[config.mk]
export PLATFORM = sky130hd
export DESIGN_NAME = hazard_ctrl_flat
export DESIGN_NICKNAME = d
export VERILOG_FILES = /design/src/rtl/hazard_ctrl_if.sv /design/src/rtl/hazard_ctrl.sv /design/src/flat_wrapper.sv
export SDC_FILE = /design/constraint.sdc
export NUM_CORES = 1
export LEC_CHECK = 0
export ABC_AREA = 1
export BUFFER_PORTS_ARGS = -buffer_cell sky130_fd_sc_hd__buf_2
export CAP_MARGIN = 5
export CORE_ASPECT_RATIO = 0.5
export CORE_MARGIN = 3
export CORE_UTILIZATION = 60
export CTS_BUF_LIST = sky130_fd_sc_hd__clkbuf_8
export CTS_CLUSTER_SIZE = 25
export DETAILED_ROUTE_END_ITERATION = 10
export GPL_TIMING_DRIVEN = 0
export PLACE_DENSITY = 0.95
export SLEW_MARGIN = 20
export SYNTH_ARGS = -nofsm -noshare
export SYNTH_HDL_FRONTEND = slang
export SYNTH_SLANG_ARGS = --single-unit
[constraint.sdc]
create_clock -name clk -period 5.65 [get_ports clk]
set_input_delay 0.8475 -clock clk [delete_from_list [all_inputs] [get_ports clk]]
set_output_delay 0.8475 -clock clk [all_outputs]
set_load 0.005 [all_outputs]
[src/rtl/hazard_ctrl_if.sv]
// Pipeline-side handshake bundle for the EX-stage hazard/sequencing controller.
// master = pipeline datapath (drives stage info, consumes controls)
// slave  = hazard_ctrl
interface hazard_ctrl_if #(
    parameter int unsigned CNT_W = 16
);
    // EX / ID stage information
    logic             MemRead_ex;
    logic [4:0]       rdAddr_ex;
    logic [4:0]       rs1Addr_id;
    logic [4:0]       rs2Addr_id;
    logic             rs1Used_id;
    logic             rs2Used_id;
    logic             JumpFlag_ex;
    logic             MDOp_ex;
    logic             md_done;

    // pipeline register controls
    logic             PC_IFWrite;
    logic             IF_ID_Write;
    logic             ID_EX_Write;
    logic             IF_ID_Flush;
    logic             ID_EX_Flush;
    logic             EX_MEM_Flush;

    // mul/div handshake and status
    logic             md_start;
    logic             md_sel;
    logic             md_err;
    logic [CNT_W-1:0] stall_cnt;
    logic [CNT_W-1:0] flush_cnt;

    modport master (
        output MemRead_ex, rdAddr_ex, rs1Addr_id, rs2Addr_id,
               rs1Used_id, rs2Used_id, JumpFlag_ex, MDOp_ex, md_done,
        input  PC_IFWrite, IF_ID_Write, ID_EX_Write,
               IF_ID_Flush, ID_EX_Flush, EX_MEM_Flush,
               md_start, md_sel, md_err, stall_cnt, flush_cnt
    );

    modport slave (
        input  MemRead_ex, rdAddr_ex, rs1Addr_id, rs2Addr_id,
               rs1Used_id, rs2Used_id, JumpFlag_ex, MDOp_ex, md_done,
        output PC_IFWrite, IF_ID_Write, ID_EX_Write,
               IF_ID_Flush, ID_EX_Flush, EX_MEM_Flush,
               md_start, md_sel, md_err, stall_cnt, flush_cnt
    );
endinterface

[src/rtl/hazard_ctrl.sv]
// EX-stage pipeline sequencing controller: load-use stalls, jump flushes,
// multi-cycle mul/div hold with timeout, and saturating stall/flush counters.
// Pipeline controls are combinational so they gate the same-cycle register loads.
module hazard_ctrl #(
    parameter int unsigned CNT_W      = 16,
    parameter int unsigned MD_TIMEOUT = 64
) (
    input  logic          clk,
    input  logic          reset,
    hazard_ctrl_if.slave  bus
);
    localparam int unsigned        WAIT_W     = $clog2(MD_TIMEOUT + 1);
    localparam logic [WAIT_W-1:0]  WAIT_LIMIT = WAIT_W'(MD_TIMEOUT);
    localparam logic [CNT_W-1:0]   CNT_MAX    = {CNT_W{1'b1}};

    typedef enum logic {
        RUN     = 1'b0,
        MD_WAIT = 1'b1
    } state_t;

    state_t            state;
    state_t            state_nxt;
    logic [WAIT_W-1:0] wait_cnt;
    logic [WAIT_W-1:0] wait_cnt_nxt;
    logic              md_err_q;
    logic [CNT_W-1:0]  stall_q;
    logic [CNT_W-1:0]  flush_q;

    logic              rs1_hit;
    logic              rs2_hit;
    logic              load_use;

    logic              pc_write;
    logic              if_id_write;
    logic              id_ex_write;
    logic              if_id_flush;
    logic              id_ex_flush;
    logic              ex_mem_flush;
    logic              start;
    logic              sel;
    logic              err_set;

    // Load in EX writes a register that the ID instruction actually reads.
    always_comb begin
        rs1_hit  = bus.rs1Used_id && (bus.rs1Addr_id == bus.rdAddr_ex);
        rs2_hit  = bus.rs2Used_id && (bus.rs2Addr_id == bus.rdAddr_ex);
        load_use = bus.MemRead_ex && (bus.rdAddr_ex != 5'd0) && (rs1_hit || rs2_hit);
    end

    // Next state, wait counter and same-cycle pipeline controls.
    always_comb begin
        state_nxt    = state;
        wait_cnt_nxt = wait_cnt;
        pc_write     = 1'b1;
        if_id_write  = 1'b1;
        id_ex_write  = 1'b1;
        if_id_flush  = 1'b0;
        id_ex_flush  = 1'b0;
        ex_mem_flush = 1'b0;
        start        = 1'b0;
        sel          = 1'b0;
        err_set      = 1'b0;

        if (reset) begin
            pc_write     = 1'b0;
            if_id_write  = 1'b0;
            id_ex_write  = 1'b0;
            state_nxt    = RUN;
            wait_cnt_nxt = '0;
        end else begin
            case (state)
                RUN: begin
                    if (bus.JumpFlag_ex) begin
                        // ID instruction is discarded, so any hazard against it is moot
                        if_id_flush = 1'b1;
                        id_ex_flush = 1'b1;
                    end else if (bus.MDOp_ex) begin
                        start        = 1'b1;
                        pc_write     = 1'b0;
                        if_id_write  = 1'b0;
                        id_ex_write  = 1'b0;
                        ex_mem_flush = 1'b1;
                        state_nxt    = MD_WAIT;
                        wait_cnt_nxt = WAIT_W'(1);
                    end else if (load_use) begin
                        // single bubble: the load leaves EX next cycle
                        pc_write    = 1'b0;
                        if_id_write = 1'b0;
                        id_ex_flush = 1'b1;
                    end
                end

                MD_WAIT: begin
                    if (bus.md_done) begin
                        sel          = 1'b1;
                        state_nxt    = RUN;
                        wait_cnt_nxt = '0;
                    end else if (wait_cnt == WAIT_LIMIT) begin
                        // abort: release the pipeline with the ALU result
                        err_set      = 1'b1;
                        state_nxt    = RUN;
                        wait_cnt_nxt = '0;
                    end else begin
                        pc_write     = 1'b0;
                        if_id_write  = 1'b0;
                        id_ex_write  = 1'b0;
                        ex_mem_flush = 1'b1;
                        wait_cnt_nxt = wait_cnt + WAIT_W'(1);
                    end
                end
            endcase
        end
    end

    // FSM state and mul/div wait counter.
    always_ff @(posedge clk or posedge reset) begin
        if (reset) begin
            state    <= RUN;
            wait_cnt <= '0;
        end else begin
            state    <= state_nxt;
            wait_cnt <= wait_cnt_nxt;
        end
    end

    // Sticky mul/div timeout flag.
    always_ff @(posedge clk or posedge reset) begin
        if (reset) begin
            md_err_q <= 1'b0;
        end else if (err_set) begin
            md_err_q <= 1'b1;
        end
    end

    // Saturating stall counter: every cycle the PC is held.
    always_ff @(posedge clk or posedge reset) begin
        if (reset) begin
            stall_q <= '0;
        end else if (!pc_write && (stall_q != CNT_MAX)) begin
            stall_q <= stall_q + CNT_W'(1);
        end
    end

    // Saturating flush counter: jump events only.
    always_ff @(posedge clk or posedge reset) begin
        if (reset) begin
            flush_q <= '0;
        end else if (if_id_flush && (flush_q != CNT_MAX)) begin
            flush_q <= flush_q + CNT_W'(1);
        end
    end

    assign bus.PC_IFWrite   = pc_write;
    assign bus.IF_ID_Write  = if_id_write;
    assign bus.ID_EX_Write  = id_ex_write;
    assign bus.IF_ID_Flush  = if_id_flush;
    assign bus.ID_EX_Flush  = id_ex_flush;
    assign bus.EX_MEM_Flush = ex_mem_flush;
    assign bus.md_start     = start;
    assign bus.md_sel       = sel;
    assign bus.md_err       = md_err_q;
    assign bus.stall_cnt    = stall_q;
    assign bus.flush_cnt    = flush_q;

endmodule

[src/flat_wrapper.sv]
// flat-port wrapper written by rule: the top's interface ports become plain ports
module hazard_ctrl_flat 
#(
    parameter int unsigned CNT_W      = 16,
    parameter int unsigned MD_TIMEOUT = 64
)
  (clk, reset, bus_MemRead_ex, bus_rdAddr_ex, bus_rs1Addr_id, bus_rs2Addr_id, bus_rs1Used_id, bus_rs2Used_id, bus_JumpFlag_ex, bus_MDOp_ex, bus_md_done, bus_PC_IFWrite, bus_IF_ID_Write, bus_ID_EX_Write, bus_IF_ID_Flush, bus_ID_EX_Flush, bus_EX_MEM_Flush, bus_md_start, bus_md_sel, bus_md_err, bus_stall_cnt, bus_flush_cnt);
  hazard_ctrl_if #(.CNT_W(CNT_W)) bus_i ();
  input  logic clk;
  input  logic reset;
  input wire logic [$bits(bus_i.MemRead_ex)-1:0] bus_MemRead_ex;
  input wire logic [$bits(bus_i.rdAddr_ex)-1:0] bus_rdAddr_ex;
  input wire logic [$bits(bus_i.rs1Addr_id)-1:0] bus_rs1Addr_id;
  input wire logic [$bits(bus_i.rs2Addr_id)-1:0] bus_rs2Addr_id;
  input wire logic [$bits(bus_i.rs1Used_id)-1:0] bus_rs1Used_id;
  input wire logic [$bits(bus_i.rs2Used_id)-1:0] bus_rs2Used_id;
  input wire logic [$bits(bus_i.JumpFlag_ex)-1:0] bus_JumpFlag_ex;
  input wire logic [$bits(bus_i.MDOp_ex)-1:0] bus_MDOp_ex;
  input wire logic [$bits(bus_i.md_done)-1:0] bus_md_done;
  output wire logic [$bits(bus_i.PC_IFWrite)-1:0] bus_PC_IFWrite;
  output wire logic [$bits(bus_i.IF_ID_Write)-1:0] bus_IF_ID_Write;
  output wire logic [$bits(bus_i.ID_EX_Write)-1:0] bus_ID_EX_Write;
  output wire logic [$bits(bus_i.IF_ID_Flush)-1:0] bus_IF_ID_Flush;
  output wire logic [$bits(bus_i.ID_EX_Flush)-1:0] bus_ID_EX_Flush;
  output wire logic [$bits(bus_i.EX_MEM_Flush)-1:0] bus_EX_MEM_Flush;
  output wire logic [$bits(bus_i.md_start)-1:0] bus_md_start;
  output wire logic [$bits(bus_i.md_sel)-1:0] bus_md_sel;
  output wire logic [$bits(bus_i.md_err)-1:0] bus_md_err;
  output wire logic [$bits(bus_i.stall_cnt)-1:0] bus_stall_cnt;
  output wire logic [$bits(bus_i.flush_cnt)-1:0] bus_flush_cnt;
  assign bus_i.MemRead_ex = bus_MemRead_ex;
  assign bus_i.rdAddr_ex = bus_rdAddr_ex;
  assign bus_i.rs1Addr_id = bus_rs1Addr_id;
  assign bus_i.rs2Addr_id = bus_rs2Addr_id;
  assign bus_i.rs1Used_id = bus_rs1Used_id;
  assign bus_i.rs2Used_id = bus_rs2Used_id;
  assign bus_i.JumpFlag_ex = bus_JumpFlag_ex;
  assign bus_i.MDOp_ex = bus_MDOp_ex;
  assign bus_i.md_done = bus_md_done;
  assign bus_PC_IFWrite = bus_i.PC_IFWrite;
  assign bus_IF_ID_Write = bus_i.IF_ID_Write;
  assign bus_ID_EX_Write = bus_i.ID_EX_Write;
  assign bus_IF_ID_Flush = bus_i.IF_ID_Flush;
  assign bus_ID_EX_Flush = bus_i.ID_EX_Flush;
  assign bus_EX_MEM_Flush = bus_i.EX_MEM_Flush;
  assign bus_md_start = bus_i.md_start;
  assign bus_md_sel = bus_i.md_sel;
  assign bus_md_err = bus_i.md_err;
  assign bus_stall_cnt = bus_i.stall_cnt;
  assign bus_flush_cnt = bus_i.flush_cnt;
  hazard_ctrl #(.CNT_W(CNT_W), .MD_TIMEOUT(MD_TIMEOUT)) u_core (.clk(clk), .reset(reset), .bus(bus_i));
endmodule
Yosys cells after proc, flatten, opt, wreduce, memory -nomap -nowiden
Index checks and enable logic that the tools add are counted.
{ "word_totals": {"ff_bits": 41, "in_bits": 23, "output_inout_bits": 41, "wordCells": 65} }
{ "op_classes": {"add_sub_neg": 3, "eq_ne": 7, "n_mux": 39, "bitwise_logic": 1, "n_reduce_logical": 10} }
{ "op_table": {"columns": ["operator", "count"], "rows": [
  ["7-bit 2-to-1 mux", 5],
  ["16-bit by 1-bit adder with 16-bit output, second input constant", 2],
  ["16-bit inequality test, second input constant", 2],
  ["1-bit 2-to-1 mux", 30],
  ["7-bit one-hot mux with 2 select lines", 1],
  ["5-bit == test", 2],
  ["7-bit by 1-bit adder with 7-bit output, second input constant", 1],
  ["7-bit == test, second input constant", 1],
  ["1-bit logical AND", 6],
  ["3-bit inequality test, second input constant", 2],
  ["1-bit one-hot mux with 2 select lines", 3],
  ["5-bit nonzero test", 1],
  ["2-bit AND reduction", 1],
  ["1-bit logical NOT", 1],
  ["1-bit logical OR", 1],
  ["1-bit inverter", 1]
]} }

Depth between registers and ports, before layout
Gate-level depths: netlist of the first run.
{ "logic_depth": {"word_depth": 11, "mapped_depth": 12, "ltp_nobuf": 11} }

Worst setup path after synthesis of the first run
No wires, ideal clock.
{ "synth_path": {"kind": "input -> output", "from": "in reset", "to": "out bus_PC_IFWrite", "arrival_ns": 2.622, "t_required_ns": 4.803, "slack_ns": 2.180, "cell_stages": 7, "n_path_buf": 2, "cell_sequence": "inv_1 nand2_1 a31oi_4 nand2_4 buf_6 inv_1 buf_4"} }
{ "synth_between": {"elab_chain_len": 1} }
{ "synth_lines": {"columns": ["element", "line", "source"], "rows": [
  ["from (decl)", "flat_wrapper.sv:10", "input logic reset;"],
  ["1-bit 2-to-1 mux", null, null],
  ["to (decl)", "flat_wrapper.sv:20", "output wire logic [$bits(bus_i.PC_IFWrite)-1:0] bus_PC_IFWrite;"]
]} }
No other way between the ends.

Worst setup path in the final report of the first run
{ "layout_path": {"from": "in reset", "to": "out bus_PC_IFWrite"} }
{ "layout_between": {"elab_chain_len": 1} }
{ "layout_lines": {"columns": ["element", "line", "source"], "rows": [
  ["1-bit 2-to-1 mux", "hazard_ctrl.sv:64", "if (reset) begin"]
]} }
No other way between the ends.

==> results of run 1 <==
## per-layer routing
| metal | vias to the layer above | wire (um) | track usage |
|---|---|---|---|
| met3 | 17 | 480 | 0.05526 |
| met5 | - | 0 | 0 |
| met1 | 1202 | 2816 | 0.3233 |
| met2 | 109 | 2712 | 0.4052 |
| met4 | 0 | 93 | 0.08277 |
| li1 | 1354 | - | - |
## registers in the layout, summed over array words and instances (netlist names)
register,flops
u_core.bus.flush_cnt,16
u_core.bus.md_err,1
u_core.bus.stall_cnt,16
u_core.state,1
u_core.wait_cnt,7
## layout make-up
cell class | count | area share
clock buffers | 5 | 0.02151
inverters | 66 | 0.07743
clock inverters | 2 | 0.01095
multi-input cells | 275 | 0.4302
well taps | 54 | 0.02112
flip-flops and latches | 41 | 0.3207
plain buffers | 5 | 0.01330
repair buffers | 64 | 0.1048
## cells in the mapped netlist (all sizes together)
cell type / count / area, um^2
a41o: 1 / 10.01
nand2: 120 / 465.4
a21oi: 3 / 15.01
o21a: 1 / 7.510
xnor2: 2 / 17.52
inv: 66 / 247.7
nor2: 44 / 172.7
xor2: 19 / 166.4
a31oi: 1 / 21.27
ha: 4 / 50.05
a221oi: 1 / 8.760
nor3: 18 / 100.1
nor4: 2 / 18.77
buf: 5 / 42.53
nand4: 8 / 56.30
o21ai: 11 / 55.05
dfrtp: 41 / 1026
nand3: 39 / 205.2
o22ai: 1 / 6.260
## cells by family (layout without fill, tap and decap cells)
kind of cell,count (synthesis),in the layout,share of synthesized area
AO/OA/AOI/OAI,19,19,0.04600
XOR/XNOR,21,21,0.06831
adder cells (fa/ha/maj),4,4,0.01859
buffers and inverters,71,142,0.1078
flip-flops,41,41,0.3810
AND/OR/NAND/NOR,231,231,0.3783
## worst max path at each step
stage | cells past startpoint | to | slack (ns) | startpoint
5_1_grt | 10 | bus_PC_IFWrite | 2.32 | reset
2_1_floorplan | 7 | bus_PC_IFWrite | 2.18 | reset
4_1_cts | 10 | bus_PC_IFWrite | 2.45 | reset
6_report | 10 | bus_PC_IFWrite | 2.49 | reset
3_3_place_gp | 7 | bus_ID_EX_Flush | 1.59 | reset
3_5_place_dp | 10 | bus_PC_IFWrite | 2.45 | reset
## metrics by stage
stage / instances / instance area (um^2) / setup slack (ns)
5_1_grt: 512 / 3199 / 2.316
6_report: 512 / 3199 / 2.492
2_1_floorplan: 387 / 2693 / 2.180
4_1_cts: 512 / 3199 / 2.449
3_3_place_gp: 504 / 3075 / 1.588
3_5_place_dp: 505 / 3095 / 2.450
## power breakdown
group / leakage (nW) / internal, mW / switching [mW]
clock: 0.0540 / 0.128 / 0.102
sequential: 0.533 / 0.339 / 0.0561
combinational: 1.20 / 0.0956 / 0.125
total: 1.78 / 0.563 / 0.283
==> summary.txt, run 1 <==
Status
  – Run status: finished clean

Worst setup path
  – Worst path bufs/invs: 7
  – Crit-path slowest cell: sky130_fd_sc_hd__inv_2
  – Delay contributed by the slowest stage of the critical path: between 0.2 and 0.3 ns
  – CP top delay family: buffers and inverters
  – Critical path startpoint category: input port
  – Depth of the most critical reg-to-reg path: 10
  – Reg2Reg Setup Slack: roughly 3.8 ns
  – Capturing element type of the critical path: output port
  – Required time at the endpoint of the critical path: around 4.8 ns
  – Library cell appearing most often on the critical path: sky130_fd_sc_hd__buf_2
  – Signal arrival time at the worst endpoint: between 2 and 2.5 ns
  – Worst reg2reg startpoint: u_core.bus.stall_cnt[0]$_DFFE_PP0P_
  – Destination of the worst register-to-register timing path: u_core.bus.stall_cnt[14]$_DFFE_PP0P_
  – Maximum fanout count along the critical path: 29
  – Crit Path Category: input port to output port
  – Cell-by-cell trace of the critical path: buf_2 > inv_2 > buf_12 > nand2_1 > a31oi_4 > nand2_4 > buf_6 > inv_1 > buf_4 > buf_2

Cells and area
  – Post-layout net count: slightly below 500
  – Fraction of the core area covered by cells at the end of the flow: 0.7796
  – Combined area of the multi-input logic cells: between 1000 and 1500 um^2
  – Synthesis-to-finish area growth: 18.82%
  – Layout filler cell count: about 310
  – Most common cell after layout, fill and taps aside: sky130_fd_sc_hd__nand2_1
  – Top library cells by usage in the layout, fill and taps aside: 118 x sky130_fd_sc_hd__nand2_1, 64 x sky130_fd_sc_hd__buf_2, 62 x sky130_fd_sc_hd__inv_1
  – FF+latch area: ~1000 um^2
  – Layout cells sized above 1: 0.1965
  – Diodes inserted: 0

Power and ir drop
  – Leak: about 1.8 nW
  – Worst ir drop on vdd: about 0.00020 V
  – Pwr dens: 264.3 nW/um^2
  – Power after layout: ~0.85 mW

Floorplan
  – Die width: between 100 and 150 um
  – Placeable core region: between 4000 and 5000 um^2
  – Die Footprint: approximately 5400 um^2
  – Top-level I/O count: between 60 and 70
  – Initial Utilization: 0.6561
  – Die Y-Extent: between 50 and 60 um
  – Cell row count: 16

Clocking
  – Post-CTS setup buffer count: 0
  – # hold bufs at CTS: 0
  – Clock latency reported for the late side of the worst-skew pair: around 0.30 ns
  – Largest buffer count on any clock path: 2
  – Clk sinks: between 40 and 50
  – CTS tree: done
  – Clk pin slew, worst setup/hold paths: about 0.07 ns
  – Post-cts sizing count: 0
  – Cell chosen for the clock root: sky130_fd_sc_hd__clkbuf_8
  – Number of buffers created by CTS: 5
  – Level count of the clock H-tree: 2

Logic synthesis
  – Unique cell type count in the Yosys netlist: 29
  – Number of warning messages in the yosys log: 0
  – Gate Count Post-Synth: between 300 and 400
  – Post-synth design cell area: roughly 2700 um^2
  – Part of the Yosys area used for sequential elements: 0.3810
  – Synthesized area divided by synthesized cell count: about 7 um^2
  – Post-synthesis register bit count: 41
  – Synthesized net count: 414

STA
  – Maximum frequency from static timing analysis: approximately 320 MHz
  – Endpoints failing setup: 0
  – Worst hold slack across all endpoints: slightly below 0.5 ns
  – Sum of negative setup slack: 0 ns
  – Fin. max-slew vios: 0
  – Unrepaired setup endpoints after global routing: no
  – Post-layout minimum cycle time: between 3 and 4 ns
  – Slew of the pin with the lowest slew margin: about 0.45 ns
  – Share of the cycle needed by the critical path after routing: 0.5590
  – Max Clock Skew: 0.003508 ns
  – Max-Slew Margin vs Limit: 0.6956
  – Hold violation count in the final report: 0

GRT
  – Overflow left after global routing: 0
  – Global routing usage summed across all routing layers: 0.2461
  – Number of antenna violations at the first check in global routing: 0
  – Number of global-route vias before repair: between 2000 and 2500
  – Wire length of the first global-routing pass: between 10000 and 15000 um
  – Largest net degree at the start of global routing: 30

Routing
  – Initial detailed-routing violation count: roughly 120
  – Count of unresolved DRC violations after routing: 0
  – Post-detailed-route wirelength per cell: 11.92 um
  – Antenna viol nets, final: 0
  – Total iterations of the first detailed-routing run: 4
  – Average via count per standard cell: 5.238
  – Vias: about 2700
  – Sum of routed wire length over all layers: 6103 um

Min path
  – Capture endpoint of the worst hold path: u_core.bus.md_err$_DFFE_PP0P_
  – Worst hold start: u_core.bus.md_err$_DFFE_PP0P_
  – Hold Path Cell Cnt: 1
  – Worst min-delay path class: flop to flop

Placed design
  – HPWL after detailed placement: around 4600 um
  – Quantity of I/O buffers inserted on ports: 63
  – Final RePlAce weighted congestion: around 0.96

Flow run
  – Max-cap violation count: 0
Note: power is estimated with default switching activity, not from simulation.
==> run 2, diff against run 1 <==
--- a/config.mk
+++ b/config.mk
@@ -10,12 +10,12 @@
 export CAP_MARGIN = 5
 export CORE_ASPECT_RATIO = 0.5
 export CORE_MARGIN = 3
-export CORE_UTILIZATION = 60
+export CORE_UTILIZATION = 50
 export CTS_BUF_LIST = sky130_fd_sc_hd__clkbuf_8
 export CTS_CLUSTER_SIZE = 25
 export DETAILED_ROUTE_END_ITERATION = 10
 export GPL_TIMING_DRIVEN = 0
-export PLACE_DENSITY = 0.95
+export PLACE_DENSITY = 0.88
 export SLEW_MARGIN = 20
 export SYNTH_ARGS = -nofsm -noshare
 export SYNTH_HDL_FRONTEND = slang
==> constraint.sdc (replaced) <==
create_clock -name clk -period 2.8 [get_ports clk]
set_input_delay 0.42 -clock clk [delete_from_list [all_inputs] [get_ports clk]]
set_output_delay 0.42 -clock clk [all_outputs]
set_load 0.005 [all_outputs]
==> run 2 against run 1 <==
Global-route usage fell by 4.0 points. Core utilization fell by 14 points. First-iteration DRC count rose by 8.9%.
==> summary.txt, run 2 (synthesis results as in run 1) <==
Status
  – Run status: finished clean

STA
  – Max-Slew Margin vs Limit: 0.6598 (-0.03580)
  – Share of the cycle needed by the critical path after routing: 0.8244
  – Post-layout minimum cycle time: approximately 2.3 ns
  – Max Clock Skew: 0.009087 ns (+0.005579 ns)
  – Unrepaired setup endpoints after global routing: no
  – Endpoints failing setup: 0 (unchanged)
  – Hold violation count in the final report: 0 (unchanged)
  – Sum of negative setup slack: 0 ns (unchanged)
  – Maximum frequency from static timing analysis: between 400 and 500 MHz
  – Slew of the pin with the lowest slew margin: 0.5063 ns (+0.05329 ns)
  – Fin. max-slew vios: 0 (unchanged)

Clocking
  – Cell chosen for the clock root: sky130_fd_sc_hd__clkbuf_8
  – Clk pin slew, worst setup/hold paths: 0.08 ns (about the same)
  – Largest buffer count on any clock path: 2 (unchanged)
  – CTS tree: done
  – Post-CTS setup buffer count: 0 (unchanged)
  – Post-cts sizing count: 0 (unchanged)
  – Level count of the clock H-tree: 2 (unchanged)
  – Number of buffers created by CTS: 5 (unchanged)
  – # hold bufs at CTS: 0 (unchanged)
  – Clk sinks: 41 (unchanged)
  – Clock latency reported for the late side of the worst-skew pair: 0.30 ns (about the same)

Worst setup path
  – Cell-by-cell trace of the critical path: inv_1 > ha_1 > nand3_2 > a31oi_4 > nand2_4 > buf_6 > inv_1 > buf_4 > buf_2
  – Critical path startpoint category: flop
  – Reg2Reg Setup Slack: 0.96 ns (-2.81 ns)
  – Required time at the endpoint of the critical path: 2.38 ns (-2.42 ns)
  – Library cell appearing most often on the critical path: sky130_fd_sc_hd__inv_1
  – Capturing element type of the critical path: output port
  – Worst path bufs/invs: 5 (-2)
  – Delay contributed by the slowest stage of the critical path: 0.42 ns (+0.16 ns)
  – Signal arrival time at the worst endpoint: 1.89 ns (-0.42 ns)
  – Crit-path slowest cell: sky130_fd_sc_hd__dfrtp_1
  – Crit Path Category: flop to output port
  – CP top delay family: buffers and inverters
  – Maximum fanout count along the critical path: 10 (-66%)

Floorplan
  – Placeable core region: 5067 um^2 (+23%)
  – Die Footprint: 6355 um^2 (+18%)
  – Top-level I/O count: 64 (unchanged)
  – Initial Utilization: 0.5314 (-0.1247)
  – Die width: 109.8 um (+9.0%)
  – Die Y-Extent: 57.89 um (+8.5%)
  – Cell row count: 18 (+2)

Cells and area
  – Post-layout net count: 485 (unchanged)
  – Layout cells sized above 1: 0.1961 (-0.0004281)
  – Fraction of the core area covered by cells at the end of the flow: 0.6368 (-0.1428)
  – Layout filler cell count: 453 (+45%)
  – Top library cells by usage in the layout, fill and taps aside: 118 x sky130_fd_sc_hd__nand2_1, 64 x sky130_fd_sc_hd__buf_2, 63 x sky130_fd_sc_hd__inv_1
  – Synthesis-to-finish area growth: 19.84%
  – Diodes inserted: 0 (unchanged)
  – Most common cell after layout, fill and taps aside: sky130_fd_sc_hd__nand2_1

GRT
  – Number of global-route vias before repair: 2445 (+0.37%)
  – Wire length of the first global-routing pass: 10550 um (+2.0%)
  – Overflow left after global routing: 0 (unchanged)
  – Global routing usage summed across all routing layers: 0.2066 (-0.03955)
  – Number of antenna violations at the first check in global routing: 0 (unchanged)
  – Largest net degree at the start of global routing: 29 (-3.3%)

Flow run
  – Max-cap violation count: 0 (unchanged)

Power and ir drop
  – Leak: 1.790 nW (+0.31%)
  – Worst ir drop on vdd: 0.0003194 V (+56%)
  – Pwr dens: 533.1 nW/um^2 (+100%)

Routing
  – Total iterations of the first detailed-routing run: 4 (unchanged)
  – Sum of routed wire length over all layers: 5954 um (-2.4%)
  – Average via count per standard cell: 4.957 (-5.4%)
  – Antenna viol nets, final: 0 (unchanged)
  – Vias: 2622 (-2.2%)
  – Count of unresolved DRC violations after routing: 0 (unchanged)
  – Post-detailed-route wirelength per cell: 11.26 um (-5.6%)
  – Initial detailed-routing violation count: 135 (+8.9%)

Placed design
  – Final RePlAce weighted congestion: 0.9039 (-5.9%)
  – HPWL after detailed placement: 4602 um (+1.1%)
  – Quantity of I/O buffers inserted on ports: 63 (unchanged)

Min path
  – Worst min-delay path class: input port to asynchronous set/reset pin
run 2: cell type report:
| type | instances | area [um^2] | share of cell area |
|---|---|---|---|
| buffer | 5 | 42.54 | 0.01318 |
| multi-input combinational | 275 | 1376 | 0.4265 |
| timing repair buffer | 64 | 335.3 | 0.1039 |
| tap | 70 | 87.58 | 0.02714 |
| sequential | 41 | 1026 | 0.3180 |
| clock buffer | 5 | 68.82 | 0.02133 |
| inverter | 66 | 247.7 | 0.07677 |
| clock inverter | 3 | 42.54 | 0.01318 |
run 2: metrics by stage:
stage          hold WS, ns  cell area (um^2)  setup slack (ns)  cells  power (mW)
2_1_floorplan       0.4602              2693            0.1854    387       1.067
3_3_place_gp        0.4549              3095           -0.4506    520       1.238
3_5_place_dp        0.4376              3115            0.4441    521       1.256
4_1_cts             0.1092              3227            0.4487    529       1.735
5_1_grt             0.1313              3227            0.3102    529       1.846
6_report            0.1016              3227            0.4917    529       1.720
run 2: worst reg2reg max path: stages (launching register included):
cell,delay [ns]
sky130_fd_sc_hd__dfrtp_1,0.46
sky130_fd_sc_hd__ha_1,0.25
sky130_fd_sc_hd__nand3_2,0.12
sky130_fd_sc_hd__inv_1,0.13
sky130_fd_sc_hd__nand3_1,0.11
sky130_fd_sc_hd__nor3_1,0.23
sky130_fd_sc_hd__nand2_1,0.08
sky130_fd_sc_hd__nor2_1,0.16
sky130_fd_sc_hd__nand2_1,0.07
sky130_fd_sc_hd__nand2_1,0.06
sky130_fd_sc_hd__nand2_1,0.05
run 2: final timing paths:
path | start | endpoint | cells after the start
min in group clk | reset | u_core.state$_DFF_PP0_ | 2
worst min register to register | u_core.bus.md_err$_DFFE_PP0P_ | u_core.bus.md_err$_DFFE_PP0P_ | 1
worst max register to register | u_core.bus.stall_cnt[0]$_DFFE_PP0P_ | u_core.bus.stall_cnt[14]$_DFFE_PP0P_ | 10
worst max-delay path | u_core.wait_cnt[0]$_DFFE_PP0P_ | bus_PC_IFWrite | 9
worst min-delay path | reset | u_core.wait_cnt[2]$_DFFE_PP0P_ | 2
max in group asynchronous | reset | u_core.bus.stall_cnt[11]$_DFFE_PP0P_ | 3
run 2: power by group:
part	leakage, nW	switching, mW	internal, mW
logic	1.20	0.247	0.192
registers	0.533	0.120	0.684
clock network	0.0595	0.213	0.264
total	1.79	0.580	1.14
run 2: routing by layer:
| metal | GRT usage | vias to the layer above | part of all wire | wire length, um |
|---|---|---|---|---|
| met1 | 0.2826 | 1193 | 0.48 | 2832 |
| met2 | 0.3345 | 61 | 0.46 | 2767 |
| met5 | 0 | - | 0 | 0 |
| li1 | - | 1360 | - | - |
| met3 | 0.05117 | 8 | 0.049 | 292 |
| met4 | 0.04796 | 0 | 0.010 | 61 |
